==> config.mk <==
export PLATFORM = sky130hd
export DESIGN_NAME = pa_cpu_clic_int_rcv
export DESIGN_NICKNAME = d
export VERILOG_FILES = /design/src/rtl/pa_clic_pkg.sv /design/src/rtl/pa_cpu_clic_vec_rd.sv /design/src/rtl/pa_cpu_clic_int_rcv.sv
export SDC_FILE = /design/constraint.sdc
export NUM_CORES = 1
export LEC_CHECK = 0
export ABC_AREA = 0
export CORE_MARGIN = 3
export CORE_UTILIZATION = 37
export DETAILED_ROUTE_END_ITERATION = 8
export HOLD_SLACK_MARGIN = 0.06
export MAX_ROUTING_LAYER = met4
export PLACE_DENSITY = 0.87
export SLEW_MARGIN = 40
export SYNTH_ARGS = -nofsm -noshare
export SYNTH_HDL_FRONTEND = slang
export SYNTH_HIERARCHICAL = 1
export SYNTH_SLANG_ARGS = --single-unit
==> constraint.sdc <==
create_clock -name forever_cpuclk -period 3.1 [get_ports forever_cpuclk]
set_clock_uncertainty 0.2 [all_clocks]
set_input_delay 0.62 -clock forever_cpuclk [delete_from_list [all_inputs] [get_ports forever_cpuclk]]
set_output_delay 0.62 -clock forever_cpuclk [all_outputs]
set_load 0.03 [all_outputs]
==> src/rtl/pa_clic_pkg.sv <==
// pa_clic_pkg: shared types and defaults for the CPU-side CLIC receiver
package pa_clic_pkg;
   typedef enum logic [1:0] {
      IDLE  = 2'd0,
      REQ   = 2'd1,
      VREQ  = 2'd2,
      VWAIT = 2'd3
   } clic_state_t;
   localparam int CLIC_ID_W = 12;
   localparam int CLIC_IL_W = 8;
   localparam int CLIC_EXIT_HOLD = 2;
   localparam logic [1:0] PRIV_M = 2'b11;
endpackage

==> src/rtl/pa_cpu_clic_vec_rd.sv <==
// pa_cpu_clic_vec_rd: vector-table read for hardware-vectored interrupts (address, bus handshake, PC/err pulses)
module pa_cpu_clic_vec_rd
   import pa_clic_pkg::*;
#(
   parameter int ID_W = CLIC_ID_W
) (
   input  logic            clk,
   input  logic            rst_n,
   input  clic_state_t     state,
   input  logic [ID_W-1:0] id,
   input  logic [31:0]     mtvt,
   input  logic            grant,
   input  logic            rd_vld,
   input  logic [31:0]     rd_data,
   input  logic            rd_err,
   output logic            vec_req,
   output logic [31:0]     vec_addr,
   output logic            granted,
   output logic            done,
   output logic            ifu_vec_vld,
   output logic [31:0]     ifu_vec_pc,
   output logic            rtu_vec_err
);
   // request is held for the whole VREQ state; each entry is one 32-bit word
   always_comb begin
      vec_req  = (state == VREQ);
      vec_addr = mtvt + {{(30 - ID_W){1'b0}}, id, 2'b00};
      granted  = vec_req & grant;
      done     = (state == VWAIT) & rd_vld;
   end
   // one-cycle result pulses; the PC drops bit 0 and holds until the next good fetch
   always_ff @(posedge clk or negedge rst_n) begin
      if (!rst_n) begin
         ifu_vec_vld <= 1'b0;
         rtu_vec_err <= 1'b0;
         ifu_vec_pc  <= '0;
      end else begin
         ifu_vec_vld <= done & ~rd_err;
         rtu_vec_err <= done & rd_err;
         if (done && !rd_err) ifu_vec_pc <= rd_data & ~32'h1;
      end
   end
endmodule

==> src/rtl/pa_cpu_clic_int_rcv.sv <==
// pa_cpu_clic_int_rcv: CLIC request receiver, retire handshake, optional hardware vector fetch (CLIC_HV_EN), exit strobe
module pa_cpu_clic_int_rcv
   import pa_clic_pkg::*;
#(
   parameter int ID_W      = CLIC_ID_W,
   parameter int IL_W      = CLIC_IL_W,
   parameter int EXIT_HOLD = CLIC_EXIT_HOLD
) (
   input  logic            forever_cpuclk,
   input  logic            cpurst_b,
   input  logic            clic_cpu_int_hv,
   input  logic [ID_W-1:0] clic_cpu_int_id,
   input  logic [IL_W-1:0] clic_cpu_int_il,
   input  logic [1:0]      clic_cpu_int_priv,
   input  logic            cp0_clic_mie,
   input  logic [IL_W-1:0] cp0_clic_mil,
   input  logic [31:0]     cp0_clic_mtvt,
   input  logic [1:0]      cp0_clic_priv_mode,
   output logic            clic_rtu_int_vld,
   output logic [ID_W-1:0] clic_rtu_int_id,
   output logic [IL_W-1:0] clic_rtu_int_il,
   input  logic            rtu_clic_int_ack,
   input  logic            rtu_clic_mret,
   output logic            clic_biu_vec_req,
   output logic [31:0]     clic_biu_vec_addr,
   input  logic            biu_clic_vec_grant,
   input  logic            biu_clic_vec_vld,
   input  logic [31:0]     biu_clic_vec_data,
   input  logic            biu_clic_vec_err,
   output logic            clic_ifu_vec_vld,
   output logic [31:0]     clic_ifu_vec_pc,
   output logic            clic_rtu_vec_err,
   output logic [ID_W-1:0] cpu_clic_curid,
   output logic            cpu_clic_int_exit,
   output logic [1:0]      cpu_clic_mode
);
   localparam int CNT_W = $clog2(EXIT_HOLD + 1);
   clic_state_t     state, state_nxt;
   logic [ID_W-1:0] id_q;
   logic [IL_W-1:0] il_q;
   logic [1:0]      priv_q;
   logic            hv_q, hv_l;
   logic [CNT_W-1:0] exit_cnt;
   logic            elig, take, hv_take, vec_granted, vec_done;
   assign elig = cp0_clic_mie & (il_q != '0) & (priv_q == PRIV_M) & (il_q > cp0_clic_mil);
   assign take = (state == IDLE) & elig & (exit_cnt == '0);
   assign clic_rtu_int_vld = (state == REQ);
   assign cpu_clic_int_exit = (exit_cnt != '0);
   // input stage: CLIC signals cross from the half-rate domain, so flop them every cycle
   always_ff @(posedge forever_cpuclk or negedge cpurst_b) begin
      if (!cpurst_b) begin
         id_q   <= '0;
         il_q   <= '0;
         priv_q <= '0;
         hv_q   <= 1'b0;
      end else begin
         id_q   <= clic_cpu_int_id;
         il_q   <= clic_cpu_int_il;
         priv_q <= clic_cpu_int_priv;
         hv_q   <= clic_cpu_int_hv;
      end
   end
   // state register
   always_ff @(posedge forever_cpuclk or negedge cpurst_b) begin
      if (!cpurst_b) state <= IDLE;
      else state <= state_nxt;
   end
   // next state: ack beats withdraw; vector states only reachable when hv was latched
   always_comb begin
      state_nxt = state;
      case (state)
         IDLE:    if (take) state_nxt = REQ;
         REQ:     if (rtu_clic_int_ack) state_nxt = hv_take ? VREQ : IDLE;
                  else if (!elig) state_nxt = IDLE;
         VREQ:    if (vec_granted) state_nxt = VWAIT;
         VWAIT:   if (vec_done) state_nxt = IDLE;
         default: state_nxt = IDLE;
      endcase
   end
   // payload latch on take, current id on ack, mode follows the core every cycle
   always_ff @(posedge forever_cpuclk or negedge cpurst_b) begin
      if (!cpurst_b) begin
         clic_rtu_int_id <= '0;
         clic_rtu_int_il <= '0;
         hv_l            <= 1'b0;
         cpu_clic_curid  <= '0;
         cpu_clic_mode   <= PRIV_M;
      end else begin
         if (take) begin
            clic_rtu_int_id <= id_q;
            clic_rtu_int_il <= il_q;
            hv_l            <= hv_q;
         end
         if (state == REQ && rtu_clic_int_ack) cpu_clic_curid <= clic_rtu_int_id;
         cpu_clic_mode <= cp0_clic_priv_mode;
      end
   end
   // exit strobe counter; a new mret reloads it, IDLE waits for it to drain
   always_ff @(posedge forever_cpuclk or negedge cpurst_b) begin
      if (!cpurst_b) exit_cnt <= '0;
      else if (rtu_clic_mret) exit_cnt <= CNT_W'(EXIT_HOLD);
      else if (exit_cnt != '0) exit_cnt <= exit_cnt - 1'b1;
   end
`ifdef CLIC_HV_EN
   assign hv_take = hv_l;
   pa_cpu_clic_vec_rd #(.ID_W(ID_W)) u_vec_rd (
      .clk         (forever_cpuclk),
      .rst_n       (cpurst_b),
      .state       (state),
      .id          (clic_rtu_int_id),
      .mtvt        (cp0_clic_mtvt),
      .grant       (biu_clic_vec_grant),
      .rd_vld      (biu_clic_vec_vld),
      .rd_data     (biu_clic_vec_data),
      .rd_err      (biu_clic_vec_err),
      .vec_req     (clic_biu_vec_req),
      .vec_addr    (clic_biu_vec_addr),
      .granted     (vec_granted),
      .done        (vec_done),
      .ifu_vec_vld (clic_ifu_vec_vld),
      .ifu_vec_pc  (clic_ifu_vec_pc),
      .rtu_vec_err (clic_rtu_vec_err)
   );
`else
   logic unused_vec;
   assign unused_vec = ^{hv_l, cp0_clic_mtvt, biu_clic_vec_grant, biu_clic_vec_vld,
                         biu_clic_vec_data, biu_clic_vec_err};
   assign hv_take           = 1'b0;
   assign vec_granted       = 1'b0;
   assign vec_done          = 1'b0;
   assign clic_biu_vec_req  = 1'b0;
   assign clic_biu_vec_addr = '0;
   assign clic_ifu_vec_vld  = 1'b0;
   assign clic_ifu_vec_pc   = '0;
   assign clic_rtu_vec_err  = 1'b0;
`endif
endmodule

# [Word level (Yosys, flattened, before mapping)]
# Cells that the tools add are included.
[op_classes] n_bitwise=6 add_sub_neg=1 div_mod_pow=0 muxes=6 n_reduce_logical=8 n_mul=0 eq_ne=6 shifts=0 magnitude_cmp=1
[ops] operator="$mux W2" n=5
[ops] operator="$gt A8 B8 Y1" n=1
[ops] operator="$reduce_bool A8 Y1" n=1
[ops] operator="$eq A2 B2 Y1 const B" n=3
[ops] operator="$and A1 B1 Y1" n=5
[ops] operator="$logic_not A2 Y1" n=2
[ops] operator="$pmux W2 S2" n=1
[ops] operator="$reduce_bool A2 Y1" n=2
[ops] operator="$ne A3 B3 Y1 const B" n=1
[ops] operator="$reduce_and A3 Y1" n=1
[ops] operator="$eq A2 B1 Y1 const B" n=1
[ops] operator="$ne A2 B2 Y1 const B" n=1
[ops] operator="$reduce_or A2 Y1" n=1
[ops] operator="$sub A2 B1 Y2 const B" n=1
[ops] operator="$logic_and A1 B1 Y1" n=1
[ops] operator="$not A1 Y1" n=1
[word_totals] ramBits=0 input_bits=105 latch_bits=0 romBits=0 n_memories=0 wordCells=37 ff_bits=60 output_inout_bits=103

# [Depth between registers and ports, before layout]
[depth] word_depth=8 mapped_depth=8 depth_no_buf=7

# [Least setup slack after synthesis]
# OpenSTA, ideal clock, no wires.
[synth_timing] path_kind="input to register" from="in cp0_clic_mil[1]" to="reg clic_rtu_int_id[0]" setup_ps=125 required_time_ps=2775 n_path_buf=1 arrival_ps=1992 setup_slack_ps=783 cell_stages=8 cell_sequence="inv_1 > ha_1 > nor2b_4 > o211ai_2 > a21oi_2 > o2111ai_2 > buf_6 > mux2_4"
[synth_between] elab_chain_len=4
[synth_lines] element="start: declaration" line="pa_cpu_clic_int_rcv.sv:16" rtl="input logic [IL_W-1:0] cp0_clic_mil,"
[synth_lines] element="$gt A8 B8 Y1" line="pa_cpu_clic_int_rcv.sv:45" rtl="assign elig = cp0_clic_mie & (il_q != '0) & (priv_q == PRIV_M) & (il_q > cp0_clic_mil);"
[synth_lines] element="$and A1 B1 Y1" line="pa_cpu_clic_int_rcv.sv:45"
[synth_lines] element="$and A1 B1 Y1 (2 in a row)" line="pa_cpu_clic_int_rcv.sv:46" rtl="assign take = (state == IDLE) & elig & (exit_cnt == '0);"
[synth_lines] element="end signal: assignment" line="pa_cpu_clic_int_rcv.sv:90" rtl="clic_rtu_int_id <= id_q;"
[synth_lines] element="end: declaration" line="pa_cpu_clic_int_rcv.sv:20" rtl="output logic [ID_W-1:0] clic_rtu_int_id,"
# Every way passes these cells.
# A chain may end at the register's enable or synchronous reset.

# [Final worst setup path]
[layout_timing] from="reg exit_cnt[0]" to="out cpu_clic_int_exit"
[layout_between] elab_chain_len=1
[layout_lines] element="start: declaration" line="pa_cpu_clic_int_rcv.sv:43" rtl="logic [CNT_W-1:0] exit_cnt;"
[layout_lines] element="start signal: assignment" line="pa_cpu_clic_int_rcv.sv:101" rtl="else if (rtu_clic_mret) exit_cnt <= CNT_W'(EXIT_HOLD);"
[layout_lines] element="start signal: assignment" line="pa_cpu_clic_int_rcv.sv:102" rtl="else if (exit_cnt != '0) exit_cnt <= exit_cnt - 1'b1;"
[layout_lines] element="$reduce_bool A2 Y1" line="pa_cpu_clic_int_rcv.sv:48" rtl="assign cpu_clic_int_exit = (exit_cnt != '0);"
[layout_lines] element="end: declaration" line="pa_cpu_clic_int_rcv.sv:34" rtl="output logic cpu_clic_int_exit,"
# Every way passes these cells.

==> results.txt <==
----------------------------------------------------
[Yosys]
  Count of flip-flops with a built-in enable after synthesis ... 0
  Post-synthesis cell count ... 207
  Synth Register Bits ... 59
  Ys flop type ... sky130_fd_sc_hd__dfrtp_1
  Async SR Flop Fraction ... 100%
  Share of synthesized area occupied by flip-flops and latches ... 53.5%
  Count of synthesis-stage warnings from yosys ... 6
  Cell area after synthesis ... 2760 um^2
  Top cells by area in the synthesized netlist ... sky130_fd_sc_hd__dfrtp_1 (52%), sky130_fd_sc_hd__buf_4 (18%), sky130_fd_sc_hd__mux2_4 (11%), sky130_fd_sc_hd__mux2_2 (4.9%), sky130_fd_sc_hd__ha_1 (4.1%)
  Area share of the largest cell type after synthesis ... 51.6%
  Yosys cell types ... 24
  Synthesized area divided by synthesized cell count ... 13.4 um^2
  Post-synthesis cell type with the largest combined area ... sky130_fd_sc_hd__dfrtp_1

[Global route]
  Via count of the first global-routing pass ... 1651
  Residual overflow from global routing ... 0
  Pin count of the biggest net entering global routing ... 43
  Tot GR Track Use ... 12.8%
  First-pass GRT wire length ... 8080 um
  Number of antenna violations at the first check in global routing ... 0

[Placement]
  Half-perimeter wire length after detailed placement ... 3850 um
  Port bufs ... 72
  Placed cell area ... 3370 um^2
  Final weighted congestion of routability-driven global placement ... 0.719

[Timing]
  Final hold viol count ... 0
  Total count of max-transition violations in the final report ... 0
  Worst slew pin tran ... 0.572 ns
  Total setup violations reported at the end of the flow ... 0
  Final critical-path required period ... 2.63 ns
  Worst slew margin relative to its limit ... 61.8%
  RSZ-0062 raised after global routing ... no
  Post-route worst hold slack ... 0.273 ns
  Portion of the clock cycle consumed by the worst path in the final layout ... 84.7%
  Fin Setup TNS ... 0 ns
  Maximum clock frequency ... 381 MHz

[Pwr]
  Power density over cell area ... 728 nW/um^2
  Leak Pwr ... 1.79 nW
  Worst-case vdd ir drop ... 449 uV
  Total Power Consumption ... 2.61 mW

[Floorplanning]
  Effective utilization at floorplan ... 39.4%
  Placeable Area ... 7020 um^2
  Floorplan die area ... 8540 um^2
  Std cell rows ... 30
  Die Height ... 92.4 um
  Chip width ... 92.4 um
  Boundary pin count ... 208

[Critical path]
  Required time worst endpoint ... 2.28 ns
  Cell repeated most along the worst path ... sky130_fd_sc_hd__inv_1
  Critical path endpoint category ... output pin
  WP data arrival ... 1.81 ns
  Critical-path top delay cell ... sky130_fd_sc_hd__clkdlybuf4s50_1
  CP startpoint kind ... flop
  Family of cells with the greatest summed delay on the critical path ... buffers and inverters
  Max incr delay on CP ... 0.68 ns
  CP Buf/Inv Count ... 3
  Cell-by-cell listing of the critical path ... inv_1, ha_1, inv_1, clkdlybuf4s50_1
  Setup CP Type ... flop to output pin
  Top fanout value on the critical path ... 6

[Detailed routing]
  Via count of the routed design ... 1575
  Number of DRC markers after the initial detailed-route iteration ... 65
  Total DRC errors in the routed layout ... 0
  Total detailed-routing wirelength ... 5130 um
  ANT nets after route ... 0
  Routed via count divided by cell count ... 4.02
  Number of detailed-route iterations in the first pass ... 4
  Average detailed-routed wire length per instance ... 13.1 um

[Finish]
  Share of final-layout standard cells stronger than drive strength 1 ... 19.9%
  Leading cell types in the layout, fill and taps excluded ... sky130_fd_sc_hd__clkdlybuf4s50_1 (71), sky130_fd_sc_hd__conb_1 (67), sky130_fd_sc_hd__dfrtp_1 (57)
  Design Area, Final ... 3580 um^2
  Signed area change from the synthesized netlist to the final layout ... 29.7%
  Net count of the finished layout ... 405
  Number of diodes added for antenna fixing ... 0
  Leading cell type in the layout, fill and taps excluded ... sky130_fd_sc_hd__clkdlybuf4s50_1

[Clocking]
  Worst-skew pair later-pin latency ... 0.34 ns
  Sinks on the clock net ... 59
  Root buf cell ... sky130_fd_sc_hd__clkbuf_8
  Clock transition at path regs ... 0.07 ns
  Hold-fix buffers, CTS ... 1
  Number of buffers on the longest clock path ... 2
  TritonCTS buffer count ... 9
  CTS H-Tree Depth ... 3
  Setup bufs post-CTS ... 0
  TritonCTS clock tree ... built
  Post-cts gate resize count ... 0

[Run]
  Max-cap violations ... 0

[Hold path]
  Hold Crit Class ... flop to flop

[Status]
  Result of the run ... complete, no violations

----------------------------------------------------
[metal layers]
metal	vias up	track usage [%]	wire length, um
li1	711	-	-
met1	753	14.3	2010
met2	97	19.8	2490
met3	14	4.39	456
met4	0	7.43	170
met5	-	-	0
[cell families (layout without fill, tap and decap cells)]
kind of cell    count (synthesis)  count (layout)  synth area share, %
buf+inv                        82             105                 20.8
flops                          59              59                 53.5
mux                            32              32                 15.8
compound gates                 12              12                 3.17
simple gates                   11              11                 2.26
fa+ha+maj                       9               9                 4.07
other cells                     1              67                0.136
xor+xnor                        1               1                0.317
[metrics by stage]
step                      cells  setup WS (ns)  util, %
after floorplan             273          0.783        -
after global placement      375          0.220     48.0
after detailed placement    375          0.197     48.1
after CTS                   392          0.441     51.1
after global routing        392          0.382     51.1
final                       392          0.474     51.1
[final timing paths]
path	slack (ns)	cells past startpoint	endpoint	start
worst min register to register	0.27	1	clic_rtu_int_id[6]$_DFFE_PN0P_	id_q[6]$_DFF_PN0_
max in group asynchronous	1.54	3	il_q[3]$_DFF_PN0_	cpurst_b
worst max register to register	0.91	7	clic_rtu_int_id[1]$_DFFE_PN0P_	il_q[1]$_DFF_PN0_
worst max-delay path	0.47	4	cpu_clic_int_exit	exit_cnt[0]$_DFFE_PN0P_
min in group asynchronous	0.61	2	cpu_clic_curid[6]$_DFFE_PN0P_	cpurst_b
worst min-delay path	0.27	1	clic_rtu_int_id[6]$_DFFE_PN0P_	id_q[6]$_DFF_PN0_
[registers in the layout (all words and copies together) (netlist names)]
register,flops
id_q,12
cpu_clic_mode,2
clic_rtu_int_il,8
priv_q,2
exit_cnt,2
cpu_clic_curid,12
clic_rtu_int_id,12
state,1
il_q,8
[area by class of cell]
type	instances	area, um^2
clock inverters	7	76.3
inverters	12	45.0
well taps	96	120
fillers	609	3430
flip-flops and latches	59	1480
clock buffers	9	124
multi-input cells	132	970
repair buffers	77	771
[cells in the mapped netlist, types with 2 or more instances]
cell	instances
sky130_fd_sc_hd__a21oi_1	4
sky130_fd_sc_hd__mux2_4	20
sky130_fd_sc_hd__nand4_1	2
sky130_fd_sc_hd__mux2_2	12
sky130_fd_sc_hd__inv_1	12
sky130_fd_sc_hd__dfstp_2	2
sky130_fd_sc_hd__o21ai_0	3
sky130_fd_sc_hd__buf_6	2
sky130_fd_sc_hd__dfrtp_1	57
sky130_fd_sc_hd__nor4_1	2
sky130_fd_sc_hd__nand2_1	2
sky130_fd_sc_hd__nor2_1	3
sky130_fd_sc_hd__buf_4	67
sky130_fd_sc_hd__ha_1	9
[where the power goes]
group	internal (mW)	leakage [nW]	switching, mW
Combinational	0.405	0.951	0.504
Sequential	0.910	0.744	0.0951
Clock	0.374	0.0958	0.323
(Power assumes the default switching activity.)
